`src/rtl/grf_wb_pkg.sv`:
```
// Shared CPU register-file constants and types.
// Used by the register-destination / write-back-data selector stage and by
// the register file itself, so that sizes and the hard-wired zero register
// are defined in one place.
package grf_wb_pkg;

  localparam int unsigned NREG_C = 32;
  localparam int unsigned AW     = 5;
  localparam int unsigned DW     = 32;

  typedef logic [AW-1:0] reg_addr_t;
  typedef logic [DW-1:0] word_t;

  localparam reg_addr_t ZERO_REG = '0;

  // One committed write as seen on the trace port.
  typedef struct packed {
    word_t     pc;
    reg_addr_t addr;
    word_t     data;
  } trc_rec_t;

  // A write only takes effect when enabled and not aimed at the zero register.
  function automatic logic is_commit(input logic we, input reg_addr_t waddr);
    return we && (waddr != ZERO_REG);
  endfunction

endpackage

```
`src/rtl/grf_wb_trace.sv`:
```
// grf_trace: write-trace register and committed-write counter.
// Ports:
//   clk, rst_n              clock, asynchronous active-low reset
//   commit                  a register write commits at this edge
//   pc, addr, data          the writing instruction's PC, register and data
//   trc_valid               one-cycle strobe following each committed write
//   trc_pc/addr/data        details of the most recent committed write (held)
//   wr_cnt                  number of committed writes, wraps at 2^32
module grf_trace
  import grf_wb_pkg::*;
(
  input  logic      clk,
  input  logic      rst_n,
  input  logic      commit,
  input  word_t     pc,
  input  reg_addr_t addr,
  input  word_t     data,
  output logic      trc_valid,
  output word_t     trc_pc,
  output reg_addr_t trc_addr,
  output word_t     trc_data,
  output word_t     wr_cnt
);

  logic     valid_q, valid_d;
  trc_rec_t trc_q, trc_d;
  word_t    cnt_q, cnt_d;

  always_comb begin
    valid_d = commit;
    trc_d   = trc_q;
    cnt_d   = cnt_q;
    if (commit) begin
      trc_d = '{pc: pc, addr: addr, data: data};
      cnt_d = cnt_q + 32'd1;
    end
  end

  always_ff @(posedge clk or negedge rst_n) begin
    if (!rst_n) begin
      valid_q <= 1'b0;
      trc_q   <= '0;
      cnt_q   <= '0;
    end else begin
      valid_q <= valid_d;
      trc_q   <= trc_d;
      cnt_q   <= cnt_d;
    end
  end

  assign trc_valid = valid_q;
  assign trc_pc    = trc_q.pc;
  assign trc_addr  = trc_q.addr;
  assign trc_data  = trc_q.data;
  assign wr_cnt    = cnt_q;

endmodule

```
`src/rtl/grf_wb.sv`:
```
// grf_wb: 32 x 32-bit general register file with write-back port, write-first
// bypass on both read ports, and a write trace / commit counter.
// Ports:
//   clk, rst_n              clock, asynchronous active-low reset
//   we, waddr, wdata, wpc   write-back port (enable, register, data, PC)
//   raddr1/2, rdata1/2      combinational read ports; r0 always reads 0
//   trc_valid, trc_pc,
//   trc_addr, trc_data      trace of committed writes, one cycle after commit
//   wr_cnt                  count of committed writes
module grf_wb
  import grf_wb_pkg::*;
#(
  parameter int unsigned NREG = NREG_C
) (
  input  logic      clk,
  input  logic      rst_n,
  input  logic      we,
  input  reg_addr_t waddr,
  input  word_t     wdata,
  input  word_t     wpc,
  input  reg_addr_t raddr1,
  input  reg_addr_t raddr2,
  output word_t     rdata1,
  output word_t     rdata2,
  output logic      trc_valid,
  output word_t     trc_pc,
  output reg_addr_t trc_addr,
  output word_t     trc_data,
  output word_t     wr_cnt
);

  word_t regs_q [NREG];
  word_t regs_d [NREG];
  logic  commit;

  // Gating with rst_n keeps the bypass off while reset is held; the array
  // and trace flops are already forced clear by the asynchronous reset.
  assign commit = rst_n && is_commit(we, waddr);

  always_comb begin
    regs_d = regs_q;
    if (commit) begin
      regs_d[waddr] = wdata;
    end
    regs_d[ZERO_REG] = '0;
  end

  always_ff @(posedge clk or negedge rst_n) begin
    if (!rst_n) begin
      for (int i = 0; i < int'(NREG); i++) begin
        regs_q[i] <= '0;
      end
    end else begin
      regs_q <= regs_d;
    end
  end

  // Write-first reads: an in-flight write to the same register is visible
  // in the same cycle, so both ports agree when they share an address.
  always_comb begin
    rdata1 = regs_q[raddr1];
    if (raddr1 == ZERO_REG) begin
      rdata1 = '0;
    end else if (commit && (raddr1 == waddr)) begin
      rdata1 = wdata;
    end
  end

  always_comb begin
    rdata2 = regs_q[raddr2];
    if (raddr2 == ZERO_REG) begin
      rdata2 = '0;
    end else if (commit && (raddr2 == waddr)) begin
      rdata2 = wdata;
    end
  end

  grf_trace u_trace (
    .clk       (clk),
    .rst_n     (rst_n),
    .commit    (commit),
    .pc        (wpc),
    .addr      (waddr),
    .data      (wdata),
    .trc_valid (trc_valid),
    .trc_pc    (trc_pc),
    .trc_addr  (trc_addr),
    .trc_data  (trc_data),
    .wr_cnt    (wr_cnt)
  );

endmodule

```
`config.mk`:
```
export PLATFORM = sky130hd
export DESIGN_NAME = grf_wb
export DESIGN_NICKNAME = d
export VERILOG_FILES = /design/src/rtl/grf_wb_pkg.sv /design/src/rtl/grf_wb_trace.sv /design/src/rtl/grf_wb.sv
export SDC_FILE = /design/constraint.sdc
export NUM_CORES = 2
export LEC_CHECK = 0
export ABC_AREA = 1
export ABC_CLOCK_PERIOD_IN_PS = 4880
export CAP_MARGIN = 20
export CORE_UTILIZATION = 35
export DETAILED_ROUTE_END_ITERATION = 7
export MAX_ROUTING_LAYER = met4
export PLACE_DENSITY = 0.55
export SLEW_MARGIN = 20
export SYNTH_ARGS = -nofsm -noshare
export SYNTH_HDL_FRONTEND = slang
export SYNTH_HIERARCHICAL = 1
export SYNTH_SLANG_ARGS = --single-unit
```
`constraint.sdc`:
```
create_clock -name clk -period 4.88 [get_ports clk]
set_clock_uncertainty 0.1 [all_clocks]
set_input_delay 0.976 -clock clk [delete_from_list [all_inputs] [get_ports clk]]
set_output_delay 0.976 -clock clk [all_outputs]
set_load 0.02 [all_outputs]
```
==> out/summary.txt <==
Status -> finished, final reports clean
Max Slew Vio Count -> 0
DR WL/cell -> 24.1 um
Leakage -> 32.2 nW
Grt met2 use -> 0.455
Die area -> 0.174 sq mm
Mean Syn Cell Area -> 6.94 sq um
Starting DRT DRC Count -> 8300
Initial antenna violation count -> 3
Yosys top cell area share -> 0.454
Final nets -> 8681
Grt met3 use -> 0.0499
Final Util -> 0.413
Total GRT Usage -> 0.307
Met1 usage -> 0.401
Vias in the first global route -> 57200
Gr busiest metal -> met2
Ys flop type -> dfrtp_1
DRC -> 0
Synth area leaders -> dfrtp_1, nand2_1, nand3_1
Maximum vdd ir drop -> 0.407 mV
Die Width -> 417 um
# resized after CTS -> 0
Cells after Synth -> 8694
Core ar. -> 0.170 sq mm
Tcrit/Tclk final -> 0.957
Most frequent cell after synthesis -> nand2_1
Tmin final -> 4.67 ns
Synthesized area -> 0.0603 sq mm
Std-Cell Rows -> 151
CTS tree -> built
Clock sinks -> 1094
R2R setup slack -> 2.91 ns
Critical Path RT -> 3.80 ns
First-pass GRT wire length -> 390000 um
Fmax -> 214 MHz
Largest net degree at the start of global routing -> 153
Number of synthesized flops with an enable pin -> 0
Hold Slack -> 0.368 ns
Setup Viol. Count Final -> 0
Crit Path Max Fanout -> 32
HPWL after DPL -> 156000 um
Yosys warning total -> 6
Seq/Total Area, Yosys -> 0.454
Commonest cells in the netlist -> nand2_1, nand3_1, dfrtp_1
Yosys reg bits -> 1094
Synth area leader -> dfrtp_1
Setup Fix Bufs, Post-CTS -> 0
Initial Util -> 0.354
Power per cell area -> 373 mW/mm^2
Routed vias/inst -> 5.65
Clk pin slew, worst setup/hold paths -> 0.05 ns
CTS Buf Count -> 132
CP arrival -> 3.60 ns
Startpoint Class -> input pin
HP Class -> register to register
Clk_lat worst skew -> 0.80 ns
Max clock buf depth -> 3
I/O pins -> 248
Area Growth Syn to Fin -> 16.7%
Total power -> 0.0263 W
Layout cells sized above 1 -> 0.0661
Die height -> 417 um
Synthesized Nets -> 8777
GPL Wtd Cong -> 0.895
Post-route ant nets -> 0
Routed wire length -> 264000 um
Buffers on Ports -> 247
H-tree Lvls -> 4
Post-synth cell types -> 32
Root buf cell -> clkbuf_16
Via count -> 62100
Count of final hold-check violations -> 0
Unrepaired setup endpoints after global routing -> no
Ys async rst share -> 1.00
Slew HR -> 0.215
Measured slew at the worst slew-check pin -> 1.18 ns
Crit path kind -> input pin to output port
Max Cap Viol -> 0
Setup TNS -> 0 ns
Drt pass-1 iters -> 7
Residual overflow from global routing -> 0
Critical path endpoint category -> output port
[logic make-up after synthesis]
logic type / after synthesis / share of synthesized area
compound gates: 1005 / 0.0836
xor+xnor: 24 / 0.00349
fa+ha+maj: 1 / 0.000207
buf+inv: 1042 / 0.0689
flops: 1094 / 0.454
simple gates: 5528 / 0.390
[cell type report]
class	count	area [sq um]
tap	2295	2870
inverter	290	1140
timing repair buffer	522	5630
multi-input combinational	6558	29000
antenna	2	5.00
clock buffer	195	3930
clock inverter	37	460
sequential	1094	27400
fill	17500	99800
[through the flow]
stage	worst slack (ns)	cells	area, sq um
final	0.208	11000	70400
after global routing	0.109	11000	70400
after CTS	0.174	11000	70400
after detailed placement	0.261	10800	66000
after global placement	0.285	10800	66000
after floorplan	1.41	8694	60300
[cell usage in the layout, fill, tap and decap left out, types with 9 or more instances in the layout]
master / instances
nand4_1: 10
clkbuf_1: 30
nor2_2: 9
clkinv_2: 15
xnor2_1: 11
nand2_4: 25
dfrtp_1: 1094
inv_1: 273
xor2_1: 13
buf_12: 87
buf_4: 195
o21ai_1: 322
nor2_1: 37
clkbuf_8: 28
clkbuf_16: 137
nand2_1: 3450
inv_6: 10
clkdlybuf4s50_1: 229
nand2_2: 9
o21ai_0: 678
nand3_1: 1956
[registers in the layout, summed over array words and instances, names as in the netlist]
register,flops
regs_q,992
u_trace/trc_data,32
u_trace/trc_pc,32
u_trace/wr_cnt,32
u_trace/trc_addr,5
u_trace/trc_valid,1
[timing repair]
action | in CTS | in global routing
hold buffers | 1 | 0
hold endpoints to repair | 7 | 0
setup endpoints to repair | 0 | 0
[routing by layer]
layer	vias to the layer above	routed length, um
met5	-	0
met4	0	15700
met3	665	22800
met2	3311	118000
met1	29900	108000
li1	28200	-
[worst paths after layout]
check / start / endpoint / depth (start not counted)
max: rst_n / rdata2[17] / 12
min: u_trace/trc_pc[10]$_DFFE_PN0P_ / u_trace/trc_pc[10]$_DFFE_PN0P_ / 2
max reg2reg: u_trace/wr_cnt[1]$_DFFE_PN0P_ / u_trace/wr_cnt[26]$_DFFE_PN0P_ / 8
min reg2reg: u_trace/trc_pc[10]$_DFFE_PN0P_ / u_trace/trc_pc[10]$_DFFE_PN0P_ / 2
max in group asynchronous: rst_n / regs_q[485]$_DFFE_PN0P_ / 5
min in group asynchronous: rst_n / u_trace/wr_cnt[23]$_DFFE_PN0P_ / 2
[worst max-delay path, stage by stage]
cell	delay (ns)
dlygate4sd3_1	0.56
buf_8	0.18
nand2_1	0.10
inv_1	0.13
nand2_4	0.13
inv_6	0.20
nand2_2	0.09
buf_12	0.20
nand3_1	0.20
nand2_1	0.09
inv_1	0.08
clkdlybuf4s50_1	0.63
[report_power, final]
| part | leakage [nW] | internal (W) | switching (W) |
|---|---|---|---|
| combinational | 15.5 | 0.00178 | 0.00312 |
| sequential | 14.5 | 0.0102 | 0.000950 |
| clock | 2.16 | 0.00600 | 0.00416 |
Power figures use the tool's default switching activity.
